==> src/rtl/mem_pkg.sv <==
// Shared definitions for the memory-access pipeline stage.
package mem_pkg;

  localparam logic [2:0] F3_B  = 3'b000;
  localparam logic [2:0] F3_H  = 3'b001;
  localparam logic [2:0] F3_W  = 3'b010;
  localparam logic [2:0] F3_BU = 3'b100;
  localparam logic [2:0] F3_HU = 3'b101;

  typedef enum logic {
    ST_IDLE = 1'b0,
    ST_WAIT = 1'b1
  } mem_state_e;

  typedef enum logic [1:0] {
    SZ_B = 2'd0,
    SZ_H = 2'd1,
    SZ_W = 2'd2
  } mem_size_e;

  typedef struct packed {
    logic [31:0] alu_result;
    logic [31:0] mem_data;
    logic        memtoreg;
    logic        regwrite;
    logic [4:0]  rd;
  } mem_wb_t;

  // NOP inserted into MEM/WB on stall, misalignment or bus abort
  localparam mem_wb_t MEM_WB_BUBBLE = '0;

  // Access width from funct3; anything unrecognised is a word access
  function automatic mem_size_e f3_size(input logic [2:0] f3);
    case (f3)
      F3_B, F3_BU: return SZ_B;
      F3_H, F3_HU: return SZ_H;
      default:     return SZ_W;
    endcase
  endfunction

endpackage

==> src/rtl/mem_load_align.sv <==
// Load data alignment: picks the addressed byte/half of the read word
// and sign- or zero-extends it to 32 bits.
module mem_load_align
  import mem_pkg::*;
(
  input  logic [2:0]  i_funct3,
  input  logic [1:0]  i_addr_lo,
  input  logic [31:0] i_rdata,
  output logic [31:0] o_data
);

  logic [7:0]  w_byte;
  logic [15:0] w_half;
  logic        w_signed;

  // lane select and extension
  always_comb begin
    case (i_addr_lo)
      2'd0:    w_byte = i_rdata[7:0];
      2'd1:    w_byte = i_rdata[15:8];
      2'd2:    w_byte = i_rdata[23:16];
      default: w_byte = i_rdata[31:24];
    endcase
    w_half   = i_addr_lo[1] ? i_rdata[31:16] : i_rdata[15:0];
    // bu/hu have funct3[2] set; the signed forms do not
    w_signed = ~i_funct3[2];
    case (f3_size(i_funct3))
      SZ_B:    o_data = {{24{w_signed & w_byte[7]}}, w_byte};
      SZ_H:    o_data = {{16{w_signed & w_half[15]}}, w_half};
      default: o_data = i_rdata;
    endcase
  end

endmodule

==> src/rtl/mem_stage.sv <==
// Memory-access stage: drives the req/ack data bus, stalls the pipeline
// while an access is outstanding, and registers results into MEM/WB.
module mem_stage
  import mem_pkg::*;
#(
  parameter int TIMEOUT_CYCLES = 16
) (
  input  logic        clk,
  input  logic        reset,
  input  logic [31:0] EX_MEM_ALU_result,
  input  logic [31:0] EX_MEM_rs2_data,
  input  logic [2:0]  EX_MEM_funct3,
  input  logic        EX_MEM_memread,
  input  logic        EX_MEM_memwrite,
  input  logic        EX_MEM_memtoreg,
  input  logic        EX_MEM_regwrite,
  input  logic [4:0]  EX_MEM_rd,
  output logic        dmem_req,
  output logic        dmem_we,
  output logic [31:0] dmem_addr,
  output logic [31:0] dmem_wdata,
  output logic [3:0]  dmem_be,
  input  logic        dmem_ack,
  input  logic [31:0] dmem_rdata,
  output logic        MEM_stall,
  output logic        MEM_misaligned,
  output logic        MEM_bus_error,
  output logic [31:0] MEM_WB_ALU_result,
  output logic [31:0] MEM_WB_mem_data,
  output logic        MEM_WB_memtoreg,
  output logic        MEM_WB_regwrite,
  output logic [4:0]  MEM_WB_rd
);

  // keep at least one counter bit when the timeout is disabled
  localparam int CW = (TIMEOUT_CYCLES > 0) ? $clog2(TIMEOUT_CYCLES + 1) : 1;

  mem_state_e    r_state;
  logic [CW-1:0] r_cnt;
  logic          r_we;
  logic [31:0]   r_addr;
  logic [31:0]   r_wdata;
  logic [3:0]    r_be;
  mem_wb_t       r_wb;
  logic          r_misaligned;
  logic          r_bus_error;

  logic          w_access;
  logic          w_store;
  mem_size_e     w_size;
  logic [1:0]    w_ofs;
  logic          w_misaligned;
  logic [31:0]   w_wdata;
  logic [3:0]    w_be;
  logic          w_issue;
  logic          w_timeout;
  logic          w_done;
  logic [31:0]   w_ld_data;
  mem_wb_t       w_wb_nxt;

  mem_load_align u_align (
    .i_funct3  (EX_MEM_funct3),
    .i_addr_lo (EX_MEM_ALU_result[1:0]),
    .i_rdata   (dmem_rdata),
    .o_data    (w_ld_data)
  );

  // decode access type, alignment and store lanes from EX/MEM
  always_comb begin
    w_access = EX_MEM_memread | EX_MEM_memwrite;
    w_store  = EX_MEM_memwrite;   // store wins if both are set
    w_size   = f3_size(EX_MEM_funct3);
    w_ofs    = EX_MEM_ALU_result[1:0];
    case (w_size)
      SZ_B:    w_misaligned = 1'b0;
      SZ_H:    w_misaligned = w_ofs[0];
      default: w_misaligned = |w_ofs;
    endcase
    w_misaligned = w_misaligned & w_access;
    w_wdata = EX_MEM_rs2_data;
    w_be    = 4'b1111;
    if (w_store) begin
      case (w_size)
        SZ_B: begin
          w_wdata = {4{EX_MEM_rs2_data[7:0]}};
          w_be    = 4'b0001 << w_ofs;
        end
        SZ_H: begin
          w_wdata = {2{EX_MEM_rs2_data[15:0]}};
          w_be    = 4'b0011 << {w_ofs[1], 1'b0};
        end
        default: begin
          w_wdata = EX_MEM_rs2_data;
          w_be    = 4'b1111;
        end
      endcase
    end
  end

  // bus request, stall and completion; WAIT drives the captured bus fields
  always_comb begin
    w_timeout = (TIMEOUT_CYCLES != 0) && (r_state == ST_WAIT) && !dmem_ack &&
                (r_cnt == CW'(TIMEOUT_CYCLES));
    w_issue   = (r_state == ST_IDLE) && w_access && !w_misaligned;
    dmem_req  = !reset && (w_issue || ((r_state == ST_WAIT) && !w_timeout));
    if (r_state == ST_WAIT) begin
      dmem_we    = r_we;
      dmem_addr  = r_addr;
      dmem_wdata = r_wdata;
      dmem_be    = r_be;
    end else begin
      dmem_we    = w_store;
      dmem_addr  = {EX_MEM_ALU_result[31:2], 2'b00};
      dmem_wdata = w_wdata;
      dmem_be    = w_be;
    end
    w_done    = dmem_req && dmem_ack;
    MEM_stall = dmem_req && !dmem_ack;
  end

  // next MEM/WB contents: pass-through, completed access, or bubble
  always_comb begin
    w_wb_nxt = MEM_WB_BUBBLE;
    if ((r_state == ST_IDLE) && !w_access) begin
      w_wb_nxt.alu_result = EX_MEM_ALU_result;
      w_wb_nxt.memtoreg   = EX_MEM_memtoreg;
      w_wb_nxt.regwrite   = EX_MEM_regwrite;
      w_wb_nxt.rd         = EX_MEM_rd;
    end else if (w_done) begin
      w_wb_nxt.alu_result = EX_MEM_ALU_result;
      w_wb_nxt.mem_data   = w_store ? 32'd0 : w_ld_data;
      w_wb_nxt.memtoreg   = EX_MEM_memtoreg;
      w_wb_nxt.regwrite   = EX_MEM_regwrite & ~w_store;
      w_wb_nxt.rd         = EX_MEM_rd;
    end
  end

  // FSM: IDLE/WAIT, wait counter and held bus fields
  always_ff @(posedge clk or posedge reset) begin
    if (reset) begin
      r_state <= ST_IDLE;
      r_cnt   <= '0;
      r_we    <= 1'b0;
      r_addr  <= '0;
      r_wdata <= '0;
      r_be    <= '0;
    end else begin
      case (r_state)
        ST_IDLE: begin
          if (w_issue && !dmem_ack) begin
            r_state <= ST_WAIT;
            r_cnt   <= '0;
            r_we    <= dmem_we;
            r_addr  <= dmem_addr;
            r_wdata <= dmem_wdata;
            r_be    <= dmem_be;
          end
        end
        default: begin
          if (dmem_ack || w_timeout) r_state <= ST_IDLE;
          else                       r_cnt   <= r_cnt + CW'(1);
        end
      endcase
    end
  end

  // MEM/WB register and one-cycle exception pulses
  always_ff @(posedge clk or posedge reset) begin
    if (reset) begin
      r_wb         <= MEM_WB_BUBBLE;
      r_misaligned <= 1'b0;
      r_bus_error  <= 1'b0;
    end else begin
      r_wb         <= w_wb_nxt;
      r_misaligned <= (r_state == ST_IDLE) && w_misaligned;
      r_bus_error  <= w_timeout;
    end
  end

  assign MEM_misaligned    = r_misaligned;
  assign MEM_bus_error     = r_bus_error;
  assign MEM_WB_ALU_result = r_wb.alu_result;
  assign MEM_WB_mem_data   = r_wb.mem_data;
  assign MEM_WB_memtoreg   = r_wb.memtoreg;
  assign MEM_WB_regwrite   = r_wb.regwrite;
  assign MEM_WB_rd         = r_wb.rd;

endmodule

==> config.mk <==
export PLATFORM = sky130hd
export DESIGN_NAME = mem_stage
export DESIGN_NICKNAME = d
export VERILOG_FILES = /design/src/rtl/mem_pkg.sv /design/src/rtl/mem_load_align.sv /design/src/rtl/mem_stage.sv
export SDC_FILE = /design/constraint.sdc
export NUM_CORES = 1
export LEC_CHECK = 0
export ABC_AREA = 1
export BUFFER_PORTS_ARGS = -buffer_cell sky130_fd_sc_hd__buf_4
export CAP_MARGIN = 20
export CORE_ASPECT_RATIO = 1.75
export CORE_MARGIN = 5
export CORE_UTILIZATION = 51
export CTS_CLUSTER_DIAMETER = 100
export DETAILED_ROUTE_END_ITERATION = 10
export PLACE_DENSITY = 0.81
export SLEW_MARGIN = 10
export SYNTH_ARGS = -nofsm -noshare
export SYNTH_HDL_FRONTEND = slang
export SYNTH_SLANG_ARGS = --single-unit
==> constraint.sdc <==
create_clock -name clk -period 6.3 [get_ports clk]
set_input_delay 1.26 -clock clk [delete_from_list [all_inputs] [get_ports clk]]
set_output_delay 1.26 -clock clk [all_outputs]
set_load 0.02 [all_outputs]
After elaboration in Yosys (flattened, before gate mapping)
Index checks and enable logic that the tools add are counted.
- add/subtract/negate cells: 1
- bitwise operators: 8
- reduce and logical (&&, ||, !) cells: 27
- shifts and indexed selects: 2
- muxes and demuxes: 24
- eq/ne operators: 8
- operators by type and width (operator ; number):
    32-bit two-way mux ; 6
    32-bit case mux with 2 select lines ; 2
    71-bit two-way mux ; 1
    8-bit case mux with 3 select lines ; 1
    16-bit two-way mux ; 1
    5-bit two-way mux ; 3
    1-bit logical AND ; 11
    4-bit two-way mux ; 2
    4-bit case mux with 2 select lines ; 1
    7-bit two-way mux ; 1
    3-bit == test, second input constant ; 2
    2-bit OR reduction ; 3
    5-bit by 1-bit adder with 5-bit output, second input constant ; 1
    5-bit == test, second input constant ; 1
    1-bit zero test ; 5
    1-bit bitwise AND ; 4
    2-bit by 1-bit == test with 1-bit output, second input constant ; 2
    2-bit zero test ; 2
    1-bit two-way mux ; 4
    2-bit case mux with 2 select lines ; 1
    2-bit AND reduction ; 2
    1-bit by 2-bit left shift with 4-bit output, first input constant ; 1
    2-bit by 2-bit left shift with 4-bit output, first input constant ; 1
    3-bit by 1-bit == test with 1-bit output, second input constant ; 1
    other kinds (8) ; 11
- input bits: 111
- word-level logic and storage cells: 83
- bits in registers: 148

Longest topological paths before layout
Gate-level depths: netlist of the first run.
- word-level depth: 13
- gate-level depth with buffers: 10
- gate-level depth less buffers: 9

By module
A second synthesis of the first run with hierarchy kept.
- cell total of the unflattened synthesis: 1031
- area, all modules: 7885.1 um^2
- by module, submodules not included (module ; area each (um^2) ; cells each ; times used):
    mem_stage ; 7008.0 ; 874 ; 1
    mem_load_align ; 877.1 ; 157 ; 1

Worst setup path before layout of the first run
Ideal clock, no wire load.
- kind: input -> register
- start point: input reset
- end point: register r_wb (netlist bit MEM_WB_ALU_result[1])
- path slack: 1.066 ns
- buffers on the path: 1
- arrival: 5.156 ns
- stages: 4
- path through: inv_1 nand3_4 buf_6 a21oi_1
- RTL lines (what ; RTL line ; source):
    start, declared ; mem_stage.sv:9 ; input logic reset,
    end signal, assigned ; mem_stage.sv:174 ; r_wb <= w_wb_nxt;
    end, declared ; mem_stage.sv:44 ; mem_wb_t r_wb;

Worst setup path in the final report of the first run
- start point: input EX_MEM_funct3[1]
- end point: output dmem_wdata[20]
- word-level cells in the longest chain between the ends: 7
- elaborated cells between the ends (all ways): 12
- classes of those cells: eq/ne: 4; mux: 4; reduce/logical: 4
- ends and longest elaborated chain (what ; RTL line ; source):
    start, declared ; mem_stage.sv:12 ; input logic [2:0] EX_MEM_funct3,
    3-bit by 1-bit == test with 1-bit output, or another cell as far along ; mem_pkg.sv:34 ; case (f3)
    2-bit OR reduction ; mem_pkg.sv:34 ;
    2-bit case mux with 2 select lines * ; mem_pkg.sv:34 ;
    2-bit by 1-bit == test with 1-bit output / 2-bit zero test (equally long branches) ; mem_stage.sv:83 ; case (w_size)
    32-bit case mux with 2 select lines * ; mem_stage.sv:83 ;
    32-bit two-way mux * ; mem_stage.sv:82 ; if (w_store) begin
    32-bit two-way mux * ; mem_stage.sv:106 ; if (r_state == ST_WAIT) begin
    end, declared ; mem_stage.sv:21 ; output logic [31:0] dmem_wdata,
Every way passes the cells marked *; elsewhere a longest branch is shown, timed or not.

==> metrics.txt, run 1 <==
# TYPE chip_impl_metric gauge
chip_impl_info{name="status",value="finished, final reports clean"} 1
chip_impl_info{name="topRoutingLayerUsed",value="met4"} 1
chip_impl_metric{name="floorplan.initialDensity",unit=""} 0.521
chip_impl_metric{name="diodes",unit=""} 0
chip_impl_metric{name="drt_first_pass_iters",unit=""} 5
chip_impl_metric{name="worst-endpoint-required",unit="ps"} 5040
chip_impl_metric{name="pin_count_of_the_biggest_net_entering_global_routing",unit=""} 111
chip_impl_info{name="netlist_top_cells_area",value="sky130_fd_sc_hd__dfrtp_1, sky130_fd_sc_hd__nand2_1, sky130_fd_sc_hd__o21ai_0"} 1
chip_impl_metric{name="fillers",unit=""} 1202
chip_impl_info{name="worst-setup-path-type",value="primary input to output pin"} 1
chip_impl_info{name="worst_path_max_delay_cell",value="sky130_fd_sc_hd__nand2_1"} 1
chip_impl_metric{name="power.ir.vdd_worst",unit="mV"} 0.189
chip_impl_metric{name="biggest_fanout_along_the_worst_timing_path",unit=""} 27
chip_impl_metric{name="min_cycle_time_layout",unit="ps"} 4450
chip_impl_metric{name="clockBufferDepth",unit=""} 2
chip_impl_metric{name="timing.clock.skew",unit="ps"} 11.8
chip_impl_metric{name="hold-path-cell-count",unit=""} 2
chip_impl_metric{name="area_growth",unit="%"} 33.1
chip_impl_metric{name="synth_enable_flop_cells",unit=""} 0
chip_impl_metric{name="grt_remaining_overflow",unit=""} 0
chip_impl_metric{name="worst_hold_slack",unit="ps"} 481
chip_impl_metric{name="drt_wl_total",unit="um"} 22400
chip_impl_metric{name="pwr_density_cell",unit="nW/um^2"} 311
chip_impl_info{name="crit_top_cell",value="sky130_fd_sc_hd__buf_4"} 1
chip_impl_info{name="dominantRegCellSynth",value="sky130_fd_sc_hd__dfrtp_1"} 1
chip_impl_metric{name="finalSetupViolCount",unit=""} 0
chip_impl_metric{name="grt_antenna_before_repair",unit=""} 0
chip_impl_metric{name="post_synth_instance_area",unit="sq um"} 7530
chip_impl_info{name="tritoncts",value="yes"} 1
chip_impl_metric{name="grtUsageTotal",unit=""} 0.259
chip_impl_metric{name="relSlewSlack",unit=""} 0.289
chip_impl_info{name="netlist.top_cell.by_area",value="sky130_fd_sc_hd__dfrtp_1"} 1
chip_impl_metric{name="ys_ff_latch",unit=""} 148
chip_impl_metric{name="synth_fp_nets",unit=""} 1091
chip_impl_metric{name="die_y",unit="um"} 171
chip_impl_info{name="timing.critical_path.max_delay_family",value="buffers and inverters"} 1
chip_impl_metric{name="tns",unit="ps"} 0
chip_impl_metric{name="cts_num_sinks",unit=""} 148
chip_impl_metric{name="routed_via_density",unit=""} 5.22
chip_impl_info{name="rsz0062_at_grt",value="false"} 1
chip_impl_metric{name="layout-drive-gt1-share",unit=""} 0.266
chip_impl_info{name="hold_path.class",value="register to register"} 1
chip_impl_info{name="synth_most_common_cell",value="sky130_fd_sc_hd__nand2_1"} 1
chip_impl_info{name="critical_path.reg2reg.endpoint",value="MEM_WB_memtoreg"} 1
chip_impl_metric{name="drt_first_iter_violations",unit=""} 292
chip_impl_metric{name="rrSetupSlack",unit="ps"} 3680
chip_impl_metric{name="worst_path_largest_cell_delay",unit="ps"} 510
chip_impl_metric{name="grt_first_pass_wirelength",unit="um"} 35600
chip_impl_metric{name="pin_count",unit=""} 255
chip_impl_metric{name="postSynthAreaPerCell",unit="sq um"} 7.70
chip_impl_metric{name="cts.repair_timing.setup_buffer_count",unit=""} 0
chip_impl_metric{name="synth.lib_cells_used.distinct",unit=""} 34
chip_impl_metric{name="cp.arrival",unit="ps"} 3190
chip_impl_metric{name="final-max-slew-violation-count",unit=""} 0
chip_impl_info{name="hold_start",value="r_addr[19]"} 1
chip_impl_metric{name="fp-row-count",unit=""} 58
chip_impl_metric{name="clock_buffer_count_from_cts",unit=""} 17
chip_impl_metric{name="maxCapViolations",unit=""} 0
chip_impl_info{name="regToRegStartpoint",value="r_state"} 1
chip_impl_metric{name="routed-via-count",unit=""} 7262
chip_impl_info{name="clockRootBuffer",value="sky130_fd_sc_hd__clkbuf_16"} 1
chip_impl_metric{name="cts_hold_repair.buffers",unit=""} 0
chip_impl_metric{name="grt_pass1_vias",unit=""} 7190
chip_impl_metric{name="synthDominantCellAreaShare",unit=""} 0.492
chip_impl_metric{name="routedLengthMet1",unit="um"} 8080
chip_impl_info{name="startpoint_type",value="primary input"} 1
chip_impl_metric{name="dp.final_hpwl",unit="um"} 15800
chip_impl_metric{name="cts_htree_levels",unit=""} 4
chip_impl_info{name="worstPathCellList",value="buf_4, inv_2, nand2_1, buf_8, o211ai_1, and2_1, inv_1, buf_4"} 1
chip_impl_info{name="critPathCaptureType",value="output pin"} 1
chip_impl_info{name="post_synth_most_frequent_cells",value="sky130_fd_sc_hd__nand2_1, sky130_fd_sc_hd__dfrtp_1, sky130_fd_sc_hd__inv_1"} 1
chip_impl_metric{name="antenna_left",unit=""} 0
chip_impl_metric{name="report.final.hold_viol_count",unit=""} 0
chip_impl_metric{name="route.detailed.drc",unit=""} 0
chip_impl_metric{name="synthesis.yosys.warnings",unit=""} 0
chip_impl_metric{name="design.die.area",unit="sq um"} 17400
chip_impl_metric{name="worst-slew-pin-transition",unit="ps"} 1070
chip_impl_metric{name="nets_final",unit=""} 1312
chip_impl_metric{name="gp_routability_congestion",unit=""} 0.882
chip_impl_metric{name="synth_seq_area_share",unit=""} 0.492
chip_impl_metric{name="port-buffer-count",unit=""} 254
chip_impl_metric{name="cellLeakagePower",unit="nW"} 5.52
chip_impl_metric{name="number_of_cells_on_the_worst_reg_to_reg_path",unit=""} 7
chip_impl_metric{name="drt-wirelength-per-cell",unit="um"} 16.1
chip_impl_metric{name="met3RoutedLength",unit="um"} 1600
chip_impl_metric{name="synth_cells",unit=""} 978
chip_impl_metric{name="cts_resized",unit=""} 0
chip_impl_metric{name="final_min_period_over_clock_period",unit=""} 0.706
chip_impl_metric{name="async_reset_ff_frac",unit=""} 1.00
chip_impl_metric{name="design.core.area",unit="sq um"} 14400
chip_impl_metric{name="met2_wirelength",unit="um"} 11800
chip_impl_metric{name="clock_latency",unit="ps"} 420
chip_impl_metric{name="die_w",unit="um"} 102
chip_impl_info{name="timing.hold.worst_endpoint",value="r_addr[19]"} 1
chip_impl_metric{name="worst_setup_hold_path_clk_slew",unit="ps"} 70
chip_impl_metric{name="max_clock_freq",unit="GHz"} 0.225
chip_impl_metric{name="path_buf_inv",unit=""} 5
-- worst reg2reg max path: stages (launching register included) --
cell                       delay, ps
sky130_fd_sc_hd__dfrtp_4        1120
sky130_fd_sc_hd__inv_1           260
sky130_fd_sc_hd__nor2_2          200
sky130_fd_sc_hd__nand3_2         100
sky130_fd_sc_hd__nand2_2          90
sky130_fd_sc_hd__nand2_4          90
sky130_fd_sc_hd__nand3_4         400
sky130_fd_sc_hd__a21boi_0        220
-- where the power goes --
part | total (mW) | internal, mW | switching (mW) | leakage (nW)
Sequential | 1.24 | 1.12 | 0.126 | 1.94
Combinational | 0.846 | 0.341 | 0.505 | 3.29
Clock | 1.03 | 0.570 | 0.460 | 0.290
-- how the worst max path moves through the flow --
stage | startpoint | to | depth (start not counted)
6_report | EX_MEM_funct3[1] | dmem_wdata[20] | 8
5_1_grt | EX_MEM_funct3[1] | dmem_wdata[21] | 8
4_1_cts | EX_MEM_funct3[1] | dmem_wdata[20] | 7
3_5_place_dp | EX_MEM_funct3[1] | dmem_wdata[20] | 7
3_3_place_gp | EX_MEM_funct3[1] | dmem_wdata[20] | 7
2_1_floorplan | reset | MEM_WB_ALU_result[0] | 1
-- flip-flops by register name, indices dropped and copies added (netlist names) --
signal	cells
MEM_WB_ALU_result	32
MEM_WB_mem_data	32
MEM_WB_memtoreg	1
MEM_WB_rd	5
MEM_WB_regwrite	1
MEM_bus_error	1
MEM_misaligned	1
r_addr	32
r_be	4
r_cnt	5
r_state	1
r_wdata	32
r_we	1
-- kinds of logic after synthesis --
family	synth area share
adders and majority gates	0.00332
DFF	0.492
xor gates and xnor gates	0.00233
buffers and inverters	0.0926
and+or+nand+nor	0.256
AOI/OAI and AO/OA	0.154
-- through the flow --
step / util / power [mW] / setup WS [ps] / std cells / cell area [sq um]
detailed placement: 0.651 / 2.10 / 1690 / 1359 / 9410
global route: 0.694 / 3.29 / 1710 / 1392 / 10000
floorplan: - / 1.76 / 916 / 978 / 7530
finish: 0.694 / 3.12 / 1850 / 1392 / 10000
CTS: 0.693 / 3.14 / 1690 / 1391 / 10000
global placement: 0.649 / 2.08 / 1770 / 1358 / 9380
-- routing by layer --
| metal | GRT usage | up-vias |
|---|---|---|
| li1 | - | 3533 |
| met1 | 0.296 | 3400 |
| met2 | 0.462 | 275 |
| met3 | 0.0600 | 54 |
| met4 | 0.103 | 0 |
| met5 | 0 | - |
-- placed cells by master (no fill, tap or decap), types with 3 or more instances in the layout --
master / netlist / routed
sky130_fd_sc_hd__a21boi_0: 6 / 6
sky130_fd_sc_hd__a21oi_1: 59 / 59
sky130_fd_sc_hd__a22oi_1: 7 / 7
sky130_fd_sc_hd__and2_1: 8 / 8
sky130_fd_sc_hd__buf_4: 5 / 260
sky130_fd_sc_hd__clkbuf_16: 0 / 17
sky130_fd_sc_hd__dfrtp_1: 148 / 147
sky130_fd_sc_hd__inv_1: 93 / 92
sky130_fd_sc_hd__inv_2: 3 / 3
sky130_fd_sc_hd__inv_6: 0 / 5
sky130_fd_sc_hd__inv_8: 0 / 5
sky130_fd_sc_hd__nand2_1: 350 / 350
sky130_fd_sc_hd__nand2_2: 4 / 4
sky130_fd_sc_hd__nand3_1: 18 / 18
sky130_fd_sc_hd__nand3_4: 3 / 3
sky130_fd_sc_hd__nor2_1: 62 / 62
sky130_fd_sc_hd__o211ai_1: 24 / 24
sky130_fd_sc_hd__o21a_1: 16 / 16
sky130_fd_sc_hd__o21ai_0: 90 / 90
sky130_fd_sc_hd__or2_2: 8 / 8
-- final cells by class --
type,count,area [sq um],share of cell area
multi-input combinational,674,3130,0.312
timing repair buffer,262,1990,0.199
clock buffer,17,425,0.0424
inverter,96,365,0.0364
clock inverter,15,178,0.0177
sequential,148,3710,0.370
tap,180,225,0.0225
(Power assumes the default switching activity.)
==> run 2, diff against run 1 <==
==> constraint.sdc (replaced) <==
create_clock -name clk -period 4.18 [get_ports clk]
set_input_delay 0.836 -clock clk [delete_from_list [all_inputs] [get_ports clk]]
set_output_delay 0.836 -clock clk [all_outputs]
set_load 0.02 [all_outputs]
==> run 2 against run 1 <==
  * Wire length grew 1.4%
  * Critical path type is now register to output pin
  * Largest cell class unchanged
  * Worst hold slack got worse by 1.1 ps
  * First-iteration DRC count grew 54%
==> metrics.txt, run 2 (synthesis gave the netlist of run 1 again) <==
# TYPE chip_impl_metric gauge
chip_impl_metric{name="finalNonFillerCells",unit=""} 1394
chip_impl_metric{name="design.core.area",unit="sq um"} 14400
chip_impl_metric{name="design.die.area",unit="sq um"} 17400
chip_impl_metric{name="grt_remaining_overflow",unit=""} 0
chip_impl_info{name="hold_start",value="r_addr[2]"} 1
chip_impl_metric{name="max_clock_freq",unit="GHz"} 0.289
chip_impl_metric{name="worst-slew-pin-transition",unit="ps"} 781
chip_impl_metric{name="layout-drive-gt1-share",unit=""} 0.266
chip_impl_metric{name="pin_count_of_the_biggest_net_entering_global_routing",unit=""} 150
chip_impl_metric{name="tns",unit="ps"} 0
chip_impl_metric{name="hold-path-cell-count",unit=""} 2
chip_impl_metric{name="cts_htree_levels",unit=""} 4
chip_impl_metric{name="worst-endpoint-required",unit="ps"} 3340
chip_impl_metric{name="route.detailed.drc",unit=""} 0
chip_impl_metric{name="grt_antenna_before_repair",unit=""} 0
chip_impl_metric{name="worst_path_largest_cell_delay",unit="ps"} 690
chip_impl_metric{name="antenna_left",unit=""} 0
chip_impl_metric{name="cts.repair_timing.setup_buffer_count",unit=""} 0
chip_impl_metric{name="worst_setup_hold_path_clk_slew",unit="ps"} 60
chip_impl_metric{name="die_w",unit="um"} 102
chip_impl_metric{name="timing.clock.skew",unit="ps"} 10.5
chip_impl_metric{name="routed-via-count",unit=""} 7357
chip_impl_metric{name="cts_resized",unit=""} 0
chip_impl_metric{name="power.ir.vdd_worst",unit="mV"} 0.362
chip_impl_info{name="timing.hold.worst_endpoint",value="r_addr[2]"} 1
chip_impl_metric{name="pin_count",unit=""} 255
chip_impl_metric{name="clock_latency",unit="ps"} 420
chip_impl_metric{name="drt_first_pass_iters",unit=""} 5
chip_impl_metric{name="cts_num_sinks",unit=""} 148
chip_impl_info{name="startpoint_type",value="register"} 1
chip_impl_info{name="tritoncts",value="yes"} 1
chip_impl_info{name="worstPathCellList",value="inv_1, buf_4, nand4_1, o21ai_0, inv_1, buf_4"} 1
chip_impl_metric{name="grtUsageTotal",unit=""} 0.263
chip_impl_metric{name="die_y",unit="um"} 171
chip_impl_metric{name="area_growth",unit="%"} 33.9
chip_impl_metric{name="biggest_fanout_along_the_worst_timing_path",unit=""} 52
chip_impl_metric{name="dp.final_hpwl",unit="um"} 15900
chip_impl_metric{name="place_inst",unit=""} 1362
chip_impl_metric{name="cellLeakagePower",unit="nW"} 5.54
chip_impl_metric{name="finalSetupViolCount",unit=""} 0
chip_impl_info{name="regToRegStartpoint",value="r_state"} 1
chip_impl_info{name="critical_path.reg2reg.endpoint",value="MEM_WB_rd[1]"} 1
chip_impl_metric{name="routed_via_density",unit=""} 5.28
chip_impl_metric{name="report.final.hold_viol_count",unit=""} 0
chip_impl_metric{name="relSlewSlack",unit=""} 0.479
chip_impl_metric{name="fillers",unit=""} 1213
chip_impl_metric{name="clockBufferDepth",unit=""} 2
chip_impl_info{name="commonest_non_fill_non_tap_cell_in_the_layout",value="sky130_fd_sc_hd__nand2_1"} 1
chip_impl_info{name="status",value="finished, final reports clean"} 1
chip_impl_info{name="worst_path_max_delay_cell",value="sky130_fd_sc_hd__dfrtp_4"} 1
chip_impl_metric{name="grt_pass1_vias",unit=""} 7394
chip_impl_info{name="clockRootBuffer",value="sky130_fd_sc_hd__clkbuf_16"} 1
chip_impl_metric{name="drt_wl_total",unit="um"} 22700
chip_impl_metric{name="drt-wirelength-per-cell",unit="um"} 16.3
chip_impl_metric{name="worst_hold_slack",unit="ps"} 480
chip_impl_metric{name="drt_first_iter_violations",unit=""} 449
chip_impl_metric{name="nets_final",unit=""} 1314
chip_impl_info{name="critPathCaptureType",value="output pin"} 1
chip_impl_metric{name="diodes",unit=""} 0
chip_impl_info{name="highest_count_cells_in_the_layout_ignoring_fill_and_taps",value="sky130_fd_sc_hd__nand2_1, sky130_fd_sc_hd__buf_4, sky130_fd_sc_hd__dfrtp_1, sky130_fd_sc_hd__inv_1, sky130_fd_sc_hd__o21ai_0"} 1
chip_impl_metric{name="gp_routability_congestion",unit=""} 0.880
chip_impl_metric{name="number_of_cells_on_the_worst_reg_to_reg_path",unit=""} 7
chip_impl_metric{name="pwr_density_cell",unit="nW/um^2"} 483
chip_impl_metric{name="rrSetupSlack",unit="ps"} 1570
chip_impl_metric{name="min_cycle_time_layout",unit="ps"} 3460
chip_impl_metric{name="final-max-slew-violation-count",unit=""} 0
chip_impl_info{name="rsz0062_at_grt",value="false"} 1
chip_impl_metric{name="cts_hold_repair.buffers",unit=""} 0
chip_impl_metric{name="clock_buffer_count_from_cts",unit=""} 17
chip_impl_metric{name="maxCapViolations",unit=""} 0
chip_impl_metric{name="cp.arrival",unit="ps"} 2630
chip_impl_metric{name="fp-row-count",unit=""} 58
chip_impl_info{name="hold_path.class",value="register to register"} 1
chip_impl_metric{name="floorplan.initialDensity",unit=""} 0.521
chip_impl_metric{name="grt_first_pass_wirelength",unit="um"} 36000
chip_impl_info{name="worst-setup-path-type",value="register to output pin"} 1
chip_impl_metric{name="final_min_period_over_clock_period",unit=""} 0.829
chip_impl_metric{name="port-buffer-count",unit=""} 254
-- run 2: cell types whose count changed in the layout (fill, tap and decap cells not counted), sizes merged --
cell      previous run  this run
buf                262       264
bufinv               1         5
clkbuf              17        19
clkinv               3         2
clkinvlp             2         3
inv                105        99
-- run 2: per-stage QoR --
step	area (sq um)	power [mW]	setup slack (ps)	util
floorplan	7530	2.66	240	-
global placement	9420	3.14	926	0.652
detailed placement	9420	3.18	894	0.652
CTS	10100	4.90	714	0.698
global route	10100	5.13	539	0.698
finish	10100	4.87	716	0.698
-- run 2: power breakdown --
group / internal (mW) / switching [mW]
Sequential: 1.69 / 0.167
Combinational: 0.515 / 0.795
Clock: 1.09 / 0.622
-- run 2: worst max-delay path: cells and delay by family, from the launching register on --
family / cells / cell delay [ps]
buf+inv: 4 / 1260
flops: 1 / 690
simple gates: 1 / 120
compound gates: 1 / 120
-- run 2: layout make-up --
type	count	area (sq um)	share of cell area
Clock buffer	19	443	0.0439
Tap cell	180	225	0.0223
Sequential cell	148	3710	0.368
Multi-Input combinational cell	674	3130	0.310
Inverter	96	364	0.0361
Clock inverter	13	220	0.0218
Timing Repair Buffer	264	1990	0.198
-- run 2: worst max-delay path by stage --
stage	slack [ps]	start	to
floorplan	240	reset	MEM_WB_mem_data[21]
global placement	930	EX_MEM_funct3[1]	MEM_stall
detailed placement	890	EX_MEM_funct3[1]	MEM_stall
CTS	710	r_state	dmem_be[2]
global route	540	r_state	dmem_be[2]
finish	720	r_state	dmem_be[2]
-- run 2: layer usage --
metal / track usage / routed length, um / part of all wire
met1: 0.296 / 7980 / 0.35
met2: 0.466 / 12100 / 0.53
met3: 0.0547 / 1570 / 0.069
met4: 0.130 / 1050 / 0.046
met5: 0 / 0 / 0
==> run 3, diff against run 2 <==
--- a/config.mk
+++ b/config.mk
@@ -10,10 +10,10 @@
 export CAP_MARGIN = 20
 export CORE_ASPECT_RATIO = 1.75
 export CORE_MARGIN = 5
-export CORE_UTILIZATION = 51
+export CORE_UTILIZATION = 46
 export CTS_CLUSTER_DIAMETER = 100
 export DETAILED_ROUTE_END_ITERATION = 10
-export PLACE_DENSITY = 0.81
+export PLACE_DENSITY = 0.77
 export SLEW_MARGIN = 10
 export SYNTH_ARGS = -nofsm -noshare
 export SYNTH_HDL_FRONTEND = slang
==> constraint.sdc (replaced) <==
create_clock -name clk -period 2.82 [get_ports clk]
set_input_delay 0.564 -clock clk [delete_from_list [all_inputs] [get_ports clk]]
set_output_delay 0.564 -clock clk [all_outputs]
set_load 0.02 [all_outputs]
==> run 3 against run 2 <==
  * Cell area rose by 1.4%
  * Register-to-register slack got worse by 760 ps
  * Sequential share of layout area fell by 0.50 points
  * Power rose by 45%
  * Setup slack got worse by 480 ps
  * Non-clock buffer count rose by 9
  * Via count fell by 1.1%
  * Clock power rose by 36%
  * First-iteration DRC count fell by 18%
  * Critical path depth rose by 1
  * Critical endpoint is now MEM_stall
==> metrics.txt, run 3 (synthesis gave the netlist of run 1 again) <==
# TYPE chip_impl_metric gauge
chip_impl_metric{name="final_min_period_over_clock_period",unit=""} 0.917
chip_impl_metric{name="switching_power",unit="mW"} 2.40
chip_impl_metric{name="cts_resized",unit=""} 0
chip_impl_metric{name="min_cycle_time_layout",unit="ps"} 2590
chip_impl_metric{name="share_seq_of_total_power",unit=""} 0.385
chip_impl_metric{name="report.final.hold_viol_count",unit=""} 0
chip_impl_info{name="hold_path.class",value="primary input to asynchronous set/reset pin"} 1
chip_impl_metric{name="cellLeakagePower",unit="nW"} 5.58
chip_impl_metric{name="layout.core_utilization",unit=""} 0.627
chip_impl_metric{name="cts_num_sinks",unit=""} 148
chip_impl_metric{name="routed-via-count",unit=""} 7278
chip_impl_metric{name="maxCapViolations",unit=""} 0
chip_impl_metric{name="fp-row-count",unit=""} 62
chip_impl_metric{name="floorplan.initialDensity",unit=""} 0.462
chip_impl_metric{name="p_clk_frac",unit=""} 0.331
chip_impl_metric{name="clock_buffer_count_from_cts",unit=""} 17
chip_impl_metric{name="drt_first_iter_violations",unit=""} 368
chip_impl_metric{name="grtUsageTotal",unit=""} 0.241
chip_impl_metric{name="fillers",unit=""} 1431
chip_impl_metric{name="layout-drive-gt1-share",unit=""} 0.289
chip_impl_metric{name="grt_first_pass_wirelength",unit="um"} 36100
chip_impl_info{name="rsz0062_at_grt",value="false"} 1
chip_impl_metric{name="sw_frac_of_total",unit=""} 0.341
chip_impl_metric{name="cp.arrival",unit="ps"} 2020
chip_impl_metric{name="worst_setup_hold_path_clk_slew",unit="ps"} 70
chip_impl_info{name="status",value="finished, final reports clean"} 1
chip_impl_metric{name="gp_routability_congestion",unit=""} 0.874
chip_impl_metric{name="drt_first_pass_iters",unit=""} 6
chip_impl_metric{name="design.die.area",unit="sq um"} 19100
chip_impl_metric{name="worst_hold_slack",unit="ps"} 323
chip_impl_metric{name="cts_htree_levels",unit=""} 4
chip_impl_metric{name="power.ir.vdd_worst",unit="mV"} 0.450
chip_impl_metric{name="dp.final_hpwl",unit="um"} 16600
chip_impl_metric{name="port-buffer-count",unit=""} 254
chip_impl_metric{name="combinationalPowerShare",unit=""} 0.284
chip_impl_metric{name="relSlewSlack",unit=""} 0.441
chip_impl_metric{name="worst-endpoint-required",unit="ps"} 2260
chip_impl_metric{name="routed_via_density",unit=""} 5.14
chip_impl_metric{name="design.core.area",unit="sq um"} 16300
chip_impl_metric{name="cts.repair_timing.setup_buffer_count",unit=""} 0
chip_impl_metric{name="clock_latency",unit="ps"} 430
chip_impl_info{name="startpoint_type",value="register"} 1
chip_impl_metric{name="drt_wl_total",unit="um"} 23100
chip_impl_metric{name="final-max-slew-violation-count",unit=""} 0
chip_impl_metric{name="total_power",unit="mW"} 7.05
chip_impl_metric{name="placement.cell_area",unit="sq um"} 9590
chip_impl_metric{name="intPower",unit="mW"} 4.64
chip_impl_metric{name="grt_remaining_overflow",unit=""} 0
chip_impl_metric{name="die_y",unit="um"} 179
chip_impl_metric{name="area_growth",unit="%"} 35.7
chip_impl_metric{name="route.detailed.drc",unit=""} 0
chip_impl_metric{name="pin_count",unit=""} 255
chip_impl_metric{name="finalSetupViolCount",unit=""} 0
chip_impl_info{name="commonest_non_fill_non_tap_cell_in_the_layout",value="sky130_fd_sc_hd__nand2_1"} 1
chip_impl_info{name="tritoncts",value="yes"} 1
chip_impl_metric{name="die_w",unit="um"} 107
chip_impl_info{name="highest_count_cells_in_the_layout_ignoring_fill_and_taps",value="sky130_fd_sc_hd__nand2_1, sky130_fd_sc_hd__buf_4, sky130_fd_sc_hd__dfrtp_1, sky130_fd_sc_hd__inv_1, sky130_fd_sc_hd__o21ai_0"} 1
chip_impl_metric{name="drt-wirelength-per-cell",unit="um"} 16.3
chip_impl_metric{name="biggest_fanout_along_the_worst_timing_path",unit=""} 35
chip_impl_metric{name="grt_antenna_before_repair",unit=""} 0
chip_impl_metric{name="timing.clock.skew",unit="ps"} 10.6
chip_impl_metric{name="grt_pass1_vias",unit=""} 7374
chip_impl_metric{name="final_design_area_no_fill",unit="sq um"} 10200
chip_impl_metric{name="nets_final",unit=""} 1323
chip_impl_metric{name="pin_count_of_the_biggest_net_entering_global_routing",unit=""} 85
chip_impl_metric{name="max_clock_freq",unit="GHz"} 0.387
chip_impl_metric{name="clockBufferDepth",unit=""} 2
chip_impl_info{name="clockRootBuffer",value="sky130_fd_sc_hd__clkbuf_16"} 1
chip_impl_metric{name="diodes",unit=""} 0
chip_impl_metric{name="antenna_left",unit=""} 0
chip_impl_info{name="critPathCaptureType",value="output pin"} 1
chip_impl_metric{name="cts_hold_repair.buffers",unit=""} 0
chip_impl_metric{name="worst-slew-pin-transition",unit="ps"} 839
chip_impl_metric{name="pwr_density_cell",unit="nW/um^2"} 689
chip_impl_info{name="worst-setup-path-type",value="register to output pin"} 1
chip_impl_metric{name="tns",unit="ps"} 0
-- run 3: cell count changes in the layout (fill, tap and decap cells not counted), sizes merged --
cell,change
bufinv,-3
inv,+1
buf,+9
clkinv,+3
clkbuf,-1
-- run 3: area by class of cell --
| cell class | count | area (sq um) | area share |
|---|---|---|---|
| repair buffers | 273 | 2090 | 0.205 |
| clock buffers | 18 | 439 | 0.0430 |
| inverters | 96 | 364 | 0.0356 |
| clock inverters | 14 | 168 | 0.0164 |
| flip-flops and latches | 148 | 3710 | 0.363 |
| multi-input cells | 674 | 3210 | 0.314 |
| well taps | 192 | 240 | 0.0235 |
-- run 3: power groups by stage --
stage	Sequential [mW]	Combinational, mW	Clock, mW
final	2.71	2.00	2.33
after global routing	2.76	2.21	2.48
after CTS	2.71	2.02	2.38
after detailed placement	2.74	2.01	0
after global placement	2.73	1.97	0
after floorplan	2.77	1.19	0
-- run 3: final timing paths --
check	start	end	slack [ps]	depth (start not counted)
max in group asynchronous	reset	r_state	1670	3
hold / removal	reset	r_be[3]	320	3
setup reg to reg	r_state	r_wdata[9]	810	7
setup / recovery	r_state	MEM_stall	230	7
hold reg to reg	r_addr[0]	r_addr[0]	470	2
min in group clk	EX_MEM_regwrite	MEM_WB_regwrite	370	3
-- run 3: layer usage --
metal  global-route usage  share of wire  vias up  routed length (um)
met1                0.255           0.35     3370                8190
li1                     -              -     3544                   -
met4                0.141          0.052        0                1200
met5                    0              0        -                   0
met3               0.0573          0.064       78                1490
met2                0.431           0.53      286               12200
-- run 3: per-stage QoR --
| step | setup slack, ps | std cells |
|---|---|---|
| floorplan | -848 | 978 |
| finish | 234 | 1415 |
| global route | 110 | 1415 |
| global placement | 479 | 1382 |
| CTS | 219 | 1414 |
| detailed placement | 455 | 1382 |
-- run 3: critical path, stage by stage (launching register included) --
cell                      delay (ps)
sky130_fd_sc_hd__dfrtp_4         490
sky130_fd_sc_hd__buf_4           250
sky130_fd_sc_hd__a21oi_1         220
sky130_fd_sc_hd__nand2_2         130
sky130_fd_sc_hd__nand2_4         120
sky130_fd_sc_hd__inv_1            70
sky130_fd_sc_hd__nor3_1          150
sky130_fd_sc_hd__buf_4           170
